===== src/rtl/win_sequencer.sv =====
`default_nettype none
// +----------------------------------------------------------------------------+
// | win_sequencer: drops, blinks and holds the win icon; drives bitmap coords.  |
// | Rev 1.0                                                                     |
// +----------------------------------------------------------------------------+
module win_sequencer #(
  parameter int OBJECT_WIDTH_X = 32,
  parameter int OBJECT_HEIGHT_Y = 32,
  parameter int START_X = 304,
  parameter int START_Y = 0,
  parameter int TARGET_Y = 224,
  parameter int DROP_STEP = 4,
  parameter int BLINK_FRAMES = 15,
  parameter int BLINK_TOGGLES = 6
) (
  input  logic        clk,
  input  logic        reset,
  input  logic        startOfFrame,
  input  logic        win,
  input  logic        restart,
  input  logic [10:0] pixelX,
  input  logic [10:0] pixelY,
  output logic        InsideRectangle,
  output logic [10:0] offsetX,
  output logic [10:0] offsetY,
  output logic [10:0] topLeftY,
  output logic        iconVisible,
  output logic        winDone,
  output logic [1:0]  seqState
);

  localparam int FRAME_W = $clog2(BLINK_FRAMES + 1);
  localparam int TOG_W = $clog2(BLINK_TOGGLES + 1);
  localparam logic [10:0] START_X_C = 11'(START_X);
  localparam logic [10:0] START_Y_C = 11'(START_Y);
  localparam logic [10:0] TARGET_Y_C = 11'(TARGET_Y);
  localparam logic [11:0] TARGET_Y_W = 12'(TARGET_Y);
  localparam logic [11:0] X_END_W = 12'(START_X + OBJECT_WIDTH_X);
  localparam logic [FRAME_W-1:0] FRAME_LAST = FRAME_W'(BLINK_FRAMES - 1);
  localparam logic [TOG_W-1:0] TOG_LAST = TOG_W'(BLINK_TOGGLES - 1);

  typedef enum logic [1:0] {
    ST_IDLE  = 2'd0,
    ST_DROP  = 2'd1,
    ST_BLINK = 2'd2,
    ST_HOLD  = 2'd3
  } state_t;

  state_t             state_q, state_d;
  logic [10:0]        top_y_q, top_y_d;
  logic               vis_q, vis_d;
  logic [FRAME_W-1:0] frame_cnt_q, frame_cnt_d;
  logic [TOG_W-1:0]   tog_cnt_q, tog_cnt_d;
  logic               win_done_q, win_done_d;
  logic               inside_q, inside_d;
  logic [10:0]        off_x_q, off_x_d;
  logic [10:0]        off_y_q, off_y_d;
  logic [11:0]        drop_sum;
  logic [11:0]        y_end;
  logic               in_x, in_y;

  always_comb begin
    state_d     = state_q;
    top_y_d     = top_y_q;
    vis_d       = vis_q;
    frame_cnt_d = frame_cnt_q;
    tog_cnt_d   = tog_cnt_q;
    win_done_d  = 1'b0;
    drop_sum    = {1'b0, top_y_q} + 12'(DROP_STEP);
    if (restart) begin
      state_d     = ST_IDLE;
      top_y_d     = START_Y_C;
      vis_d       = 1'b0;
      frame_cnt_d = '0;
      tog_cnt_d   = '0;
    end else begin
      case (state_q)
        ST_IDLE: begin
          vis_d = 1'b0;
          if (win) begin
            state_d     = ST_DROP;
            top_y_d     = START_Y_C;
            vis_d       = 1'b1;
            frame_cnt_d = '0;
            tog_cnt_d   = '0;
          end
        end
        ST_DROP: begin
          if (startOfFrame) begin
            // 12-bit sum so the clamp test cannot wrap near the top of range
            if (drop_sum >= TARGET_Y_W) begin
              top_y_d     = TARGET_Y_C;
              state_d     = ST_BLINK;
              frame_cnt_d = '0;
              tog_cnt_d   = '0;
            end else begin
              top_y_d = drop_sum[10:0];
            end
          end
        end
        ST_BLINK: begin
          if (startOfFrame) begin
            if (frame_cnt_q == FRAME_LAST) begin
              vis_d       = ~vis_q;
              frame_cnt_d = '0;
              tog_cnt_d   = tog_cnt_q + TOG_W'(1);
              if (tog_cnt_q == TOG_LAST) begin
                state_d    = ST_HOLD;
                vis_d      = 1'b1;
                win_done_d = 1'b1;
                tog_cnt_d  = '0;
              end
            end else begin
              frame_cnt_d = frame_cnt_q + FRAME_W'(1);
            end
          end
        end
        ST_HOLD: begin
          vis_d   = 1'b1;
          top_y_d = TARGET_Y_C;
        end
        default: state_d = ST_IDLE;
      endcase
    end
  end

  always_comb begin
    y_end    = {1'b0, top_y_q} + 12'(OBJECT_HEIGHT_Y);
    in_x     = (pixelX >= START_X_C) && ({1'b0, pixelX} < X_END_W);
    in_y     = (pixelY >= top_y_q) && ({1'b0, pixelY} < y_end);
    inside_d = vis_q && in_x && in_y;
    off_x_d  = inside_d ? (pixelX - START_X_C) : 11'd0;
    off_y_d  = inside_d ? (pixelY - top_y_q) : 11'd0;
  end

  always_ff @(posedge clk) begin
    if (reset) begin
      state_q     <= ST_IDLE;
      top_y_q     <= START_Y_C;
      vis_q       <= 1'b0;
      frame_cnt_q <= '0;
      tog_cnt_q   <= '0;
      win_done_q  <= 1'b0;
      inside_q    <= 1'b0;
      off_x_q     <= 11'd0;
      off_y_q     <= 11'd0;
    end else begin
      state_q     <= state_d;
      top_y_q     <= top_y_d;
      vis_q       <= vis_d;
      frame_cnt_q <= frame_cnt_d;
      tog_cnt_q   <= tog_cnt_d;
      win_done_q  <= win_done_d;
      inside_q    <= inside_d;
      off_x_q     <= off_x_d;
      off_y_q     <= off_y_d;
    end
  end

  assign InsideRectangle = inside_q;
  assign offsetX         = off_x_q;
  assign offsetY         = off_y_q;
  assign topLeftY        = top_y_q;
  assign iconVisible     = vis_q;
  assign winDone         = win_done_q;
  assign seqState        = state_q;

endmodule
`default_nettype wire


===== config.mk =====
export PLATFORM = sky130hd
export DESIGN_NAME = win_sequencer
export DESIGN_NICKNAME = d
export VERILOG_FILES = /design/src/rtl/win_sequencer.sv
export SDC_FILE = /design/constraint.sdc
export NUM_CORES = 1
export LEC_CHECK = 0
export CAP_MARGIN = 20
export CORE_ASPECT_RATIO = 0.75
export CORE_MARGIN = 2
export CORE_UTILIZATION = 44
export DETAILED_ROUTE_END_ITERATION = 16
export HOLD_SLACK_MARGIN = 0.12
export MAX_ROUTING_LAYER = met4
export PLACE_DENSITY = 0.76
export SYNTH_ARGS = -nofsm -noshare
export SYNTH_HDL_FRONTEND = slang
export SYNTH_SLANG_ARGS = --single-unit

===== constraint.sdc =====
create_clock -name clk -period 2.23 [get_ports clk]
set_input_delay 0.446 -clock clk [delete_from_list [all_inputs] [get_ports clk]]
set_output_delay 0.446 -clock clk [all_outputs]
set_load 0.05 [all_outputs]

# [Yosys cells after proc, flatten, opt, wreduce, memory -nomap -nowiden]
# Cells that the tools add are included.
[op_classes] magnitude_cmp=5 n_mux=30 reduce_logical=16 add_sub_neg=6 n_bitwise=5 eq_ne=11
[ops] op="11-bit 2-to-1 mux" count=3
[ops] op="11-bit case mux with 3 select lines" count=1
[ops] op="4-bit 2-to-1 mux" count=5
[ops] op="3-bit 2-to-1 mux" count=6
[ops] op="11-bit by 3-bit adder with 12-bit output, second input constant" count=1
[ops] op="11-bit by 6-bit adder with 12-bit output, second input constant" count=1
[ops] op="12-bit by 8-bit greater-or-equal comparator with 1-bit output, second input constant" count=1
[ops] op="11-bit by 12-bit less-than comparator with 1-bit output" count=1
[ops] op="2-bit 2-to-1 mux" count=6
[ops] op="2-bit inequality test, second input constant" count=6
[ops] op="4-bit case mux with 3 select lines" count=1
[ops] op="11-bit greater-or-equal comparator" count=1
[ops] op="11-bit by 9-bit greater-or-equal comparator with 1-bit output, second input constant" count=1
[ops] op="11-bit by 9-bit less-than comparator with 1-bit output, second input constant" count=1
[ops] op="11-bit subtractor" count=1
[ops] op="11-bit by 9-bit subtractor with 11-bit output, second input constant" count=1
[ops] op="3-bit case mux with 3 select lines" count=1
[ops] op="3-bit nonzero test" count=3
[ops] op="7-bit AND reduction" count=1
[ops] op="2-bit case mux with 3 select lines" count=1
[ops] op="3-bit AND reduction" count=2
[ops] op="6-bit AND reduction" count=1
[ops] op="1-bit 2-to-1 mux" count=5
[ops] op="1-bit NOT" count=5
[ops] op="other kinds (12)" count=17
[totals] out_inout_bits=38 in_bits=27 ff_bits=45

# [Logic depth before layout (Yosys ltp)]
[logic_depth] word_depth=6 ltp_mapped=11 depth_no_buf=10

# [Least setup slack after synthesis]
# Ideal clock, no wire load.
[synth_path] kind="reg2reg" from="reg top_y_q[5], in the netlist topLeftY[5]" to="reg off_y_q[5], in the netlist offsetY[5]" path_slack_ns=-0.585 path_stages_with_launch=12 required_time_ns=2.166 arrival_time_ns=2.751 cell_sequence="dfxtp_1 > ha_1 > nor2b_1 > nor2_1 > ha_1 > a211o_1 > o22a_1 > o311ai_1 > a21oi_1 > a211o_1 > buf_2 > nor2_1"
[synth_via] elab_chain_cells=6
[synth_lines] element="start: declaration" line="50" source="logic [10:0] top_y_q, top_y_d;"
[synth_lines] element="start signal: assignment" line="149" source="top_y_q <= top_y_d;"
[synth_lines] element="11-bit by 6-bit adder with 12-bit output" line="128" source="y_end = {1'b0, top_y_q} + 12'(OBJECT_HEIGHT_Y);"
[synth_lines] element="11-bit by 12-bit less-than comparator with 1-bit output" line="130" source="in_y = (pixelY >= top_y_q) && ({1'b0, pixelY} < y_end);"
[synth_lines] element="1-bit logical AND" line="130"
[synth_lines] element="1-bit logical AND" line="131" source="inside_d = vis_q && in_x && in_y;"
[synth_lines] element="1-bit NOT (no source line)"
[synth_lines] element="2-bit OR reduction (no source line)"
[synth_lines] element="end signal: assignment" line="156" source="off_y_q <= off_y_d;"
[synth_lines] element="end: declaration" line="57" source="logic [10:0] off_y_q, off_y_d;"
# Parallel ways exist; a longest one is shown, timed or not.
# A chain may end at the register's enable or synchronous reset.

# [Worst setup path in the final report]
[layout_path] from="reg top_y_q[6], in the netlist topLeftY[6]" to="reg off_y_q[4], in the netlist offsetY[4]"
[layout_via] elab_chain_cells=6
[layout_lines] element="11-bit by 6-bit adder with 12-bit output" line="128"
[layout_lines] element="11-bit by 12-bit less-than comparator with 1-bit output" line="130"
[layout_lines] element="1-bit logical AND *" line="130"
[layout_lines] element="1-bit logical AND *" line="131"
[layout_lines] element="1-bit NOT (no source line) *"
[layout_lines] element="2-bit OR reduction (no source line) *"
# Every way passes the cells marked *; elsewhere a longest branch is shown, timed or not.

==> impl_metrics.tcl <==
set metrics [dict create \
    status "finished with violations" \
    violations "negative setup slack" \
    drive_gt1_share_pct 20.9 \
    seqCellArea_um2 887 \
    p_total_mw 1.61 \
    yosysMostFrequentCell "dfxtp_1" \
    grt_start_max_net_pins 17 \
    num-fill-cells 457 \
    dieArea_um2 6300 \
    period_needed_ps 2360 \
    syn-mean-instance-area_um2 8.49 \
    drc 0 \
    hold_viol_final 0 \
    dp_hpwl_mm 5.05 \
    ant_nets 0 \
    area_growth_pct 47.8 \
    postPlaceCellArea_um2 3530 \
    num_vias 2476 \
    ys_dominant_reg_cell "dfxtp_1" \
    port-buffer-count 62 \
    die-width_um 91.0 \
    worstPathRequired_ps 2470 \
    fin_skew_ps 3.85 \
    setup-violations-final 22 \
    stdcell_area_um2 3690 \
    start_util_pct 46.2 \
    slew-limit-headroom_pct 65.5 \
    async_reset_ff_share_pct 0 \
    seq_power_share_pct 47.8 \
    synth.area.top_cells "dfxtp_1, ha_1, nor2_1" \
    synthTopCellsByCount "dfxtp_1, nor2_1, ha_1" \
    report.final.slew_viol_count 0 \
    cts_buffers 5 \
    ys_seq_elements 43 \
    hold_path_class "register to register" \
    pre_cts_ws_ps -428 \
    grt_use_total_pct 20.9 \
    antenna_found_initial 0 \
    internal-power_mw 1.15 \
    yosysUniqueCellTypes 48 \
    p_leak_nw 1.50 \
    path_clk_slew_ps 90 \
    yosysTopAreaCell "dfxtp_1" \
    p_sw_mw 0.464 \
    boundaryPins 65 \
    power_density_nw_per_um2 437 \
    setup_slack_ps -133 \
    diodes 0 \
    comb_power_share_pct 19.8 \
    grt.overflow.total 0 \
    start_kind "register" \
    nets 455 \
    ys_seq_area_share_pct 34.5 \
    worst_hold_slack_ps 509 \
    pwr-share-clk_pct 32.4 \
    synth_cells 294 \
    cts_buffer_depth 2 \
    cts_root_buffer "clkbuf_8" \
    ir_drop_v 0.000225 \
    worst_pin_slew_ps 515 \
    die_h_um 69.2 \
    core_um2 5410 \
    worstSetupPathType "register to register" \
    gp_congestion 0.905 \
    cts_tree "built" \
    finalCritPeriodShare_pct 106 \
    switching_share_pct 28.8 \
    syn_area_um2 2500 \
    synth_top_area_share_pct 34.5 \
    clk_latency_ps 310 \
    maxCapViolations 0 \
    grt_pass1_wl_mm 10.4 \
    synth_edf_count 0 \
    worst_ep_arrival_time_ps 2600 \
    wl_per_cell_um 13.7 \
    crit_fanout 7 \
    routed_via_density 5.19 \
    ys_warn_count 0 \
    wirelength_mm 6.53 \
    grt_pass1_vias 2248 \
    rsz0062_at_grt "true" \
    htreeDepth 2 \
    drt_first_iter_violations 130 \
    firstDrtPassIters 4 \
    cp-end-kind "register" \
    num_rows 23 \
    multi_input_area_um2 1550 \
    cts.sinks 43 \
    max_freq_ghz 0.423 \
]
==> final timing paths <==
kind,start,endpoint,slack [ps],cells after the start
setup / recovery,topLeftY[6],offsetY[4],-130,11
hold / removal,tog_cnt_q[1],tog_cnt_q[1],510,2
hold reg to reg,tog_cnt_q[1],tog_cnt_q[1],510,2
setup reg to reg,topLeftY[6],offsetY[4],-130,11
==> metal layers <==
layer	global-route usage [%]	vias up	share of wire [%]	wire length, µm
li1	-	1247	-	-
met1	27.3	1134	46	3020
met2	32.0	84	46	3010
met3	5.76	11	6.2	407
met4	5.89	0	1.4	89
met5	-	-	0	0
==> state kept, by name, summed over array words and instances (netlist names) <==
register	cells
offsetY	11
topLeftY	9
winDone	1
offsetX	11
InsideRectangle	1
iconVisible	1
seqState	2
tog_cnt_q	3
frame_cnt_q	4
==> per-stage QoR <==
| stage | instances | TNS [ps] | utilization, % |
|---|---|---|---|
| detailed placement | 465 | -8230 | 65.2 |
| CTS | 474 | -1220 | 67.4 |
| floorplan | 296 | -1110 | - |
| finish | 477 | -1090 | 68.2 |
| global route | 477 | -3230 | 68.2 |
| global placement | 465 | -7140 | 65.2 |
==> repair_timing <==
action,CTS,global route
endpoints found under the hold margin,0,0
pin swaps,3,1
gates cloned,0,0
gates resized for setup,4,7
buffers inserted,1,3
endpoints found under the setup margin,23,25
hold buffers,0,0
==> cell usage in the layout (no fill, tap or decap), types with 4 or more instances in the layout <==
cell type        instances
inv_1                   25
a21oi_1                 15
nor3_1                  17
o21ai_0                  7
nand3_1                  9
nand2_1                 19
clkbuf_8                 5
xnor2_1                  9
or3_1                    6
nor2_1                  29
dfxtp_1                 32
dfxtp_2                  6
o31ai_1                  4
clkdlybuf4s50_1         62
dfxtp_4                  5
a21o_1                   7
nor2b_1                  4
buf_4                   44
ha_1                    26
and3_1                   5
xor2_1                   4
==> layout make-up <==
class                   count  share of cell area [%]
flip-flops and latches     43                    24.0
clock buffers               5                    1.86
repair buffers            108                    26.4
inverters                  26                    2.64
multi-input cells         217                    41.9
well taps                  75                    2.54
clock inverters             3                   0.678
==> worst max-delay path, stage by stage (launching register included) <==
cell and delay, ps:
dfxtp_4 370, ha_4 160, nor2b_4 150, nor2_1 50
ha_1 280, a211o_1 290, o22a_1 220, o311ai_2 90
a21oi_2 80, a211o_1 270, buf_6 150, a211oi_2 170
==> cells by family (layout without fill, tap and decap cells) <==
logic type | after synthesis | count (layout) | share of synthesized area, %
flip-flops | 43 | 43 | 34.5
adder cells (fa/ha/maj) | 27 | 27 | 13.5
AO/OA/AOI/OAI | 65 | 65 | 19.0
AND/OR/NAND/NOR | 108 | 108 | 21.9
buffers and inverters | 36 | 142 | 5.96
multiplexers | 1 | 1 | 0.401
XOR/XNOR | 13 | 13 | 4.56
other | 1 | 3 | 0.150
==> power by group through the flow <==
stage | Combinational [mW] | Clock (mW) | Sequential, mW
floorplan | 0.158 | 0 | 0.799
global placement | 0.293 | 0 | 0.788
detailed placement | 0.302 | 0 | 0.789
CTS | 0.306 | 0.527 | 0.770
global route | 0.347 | 0.566 | 0.771
finish | 0.319 | 0.521 | 0.771
Note: power is estimated with default switching activity, not from simulation.
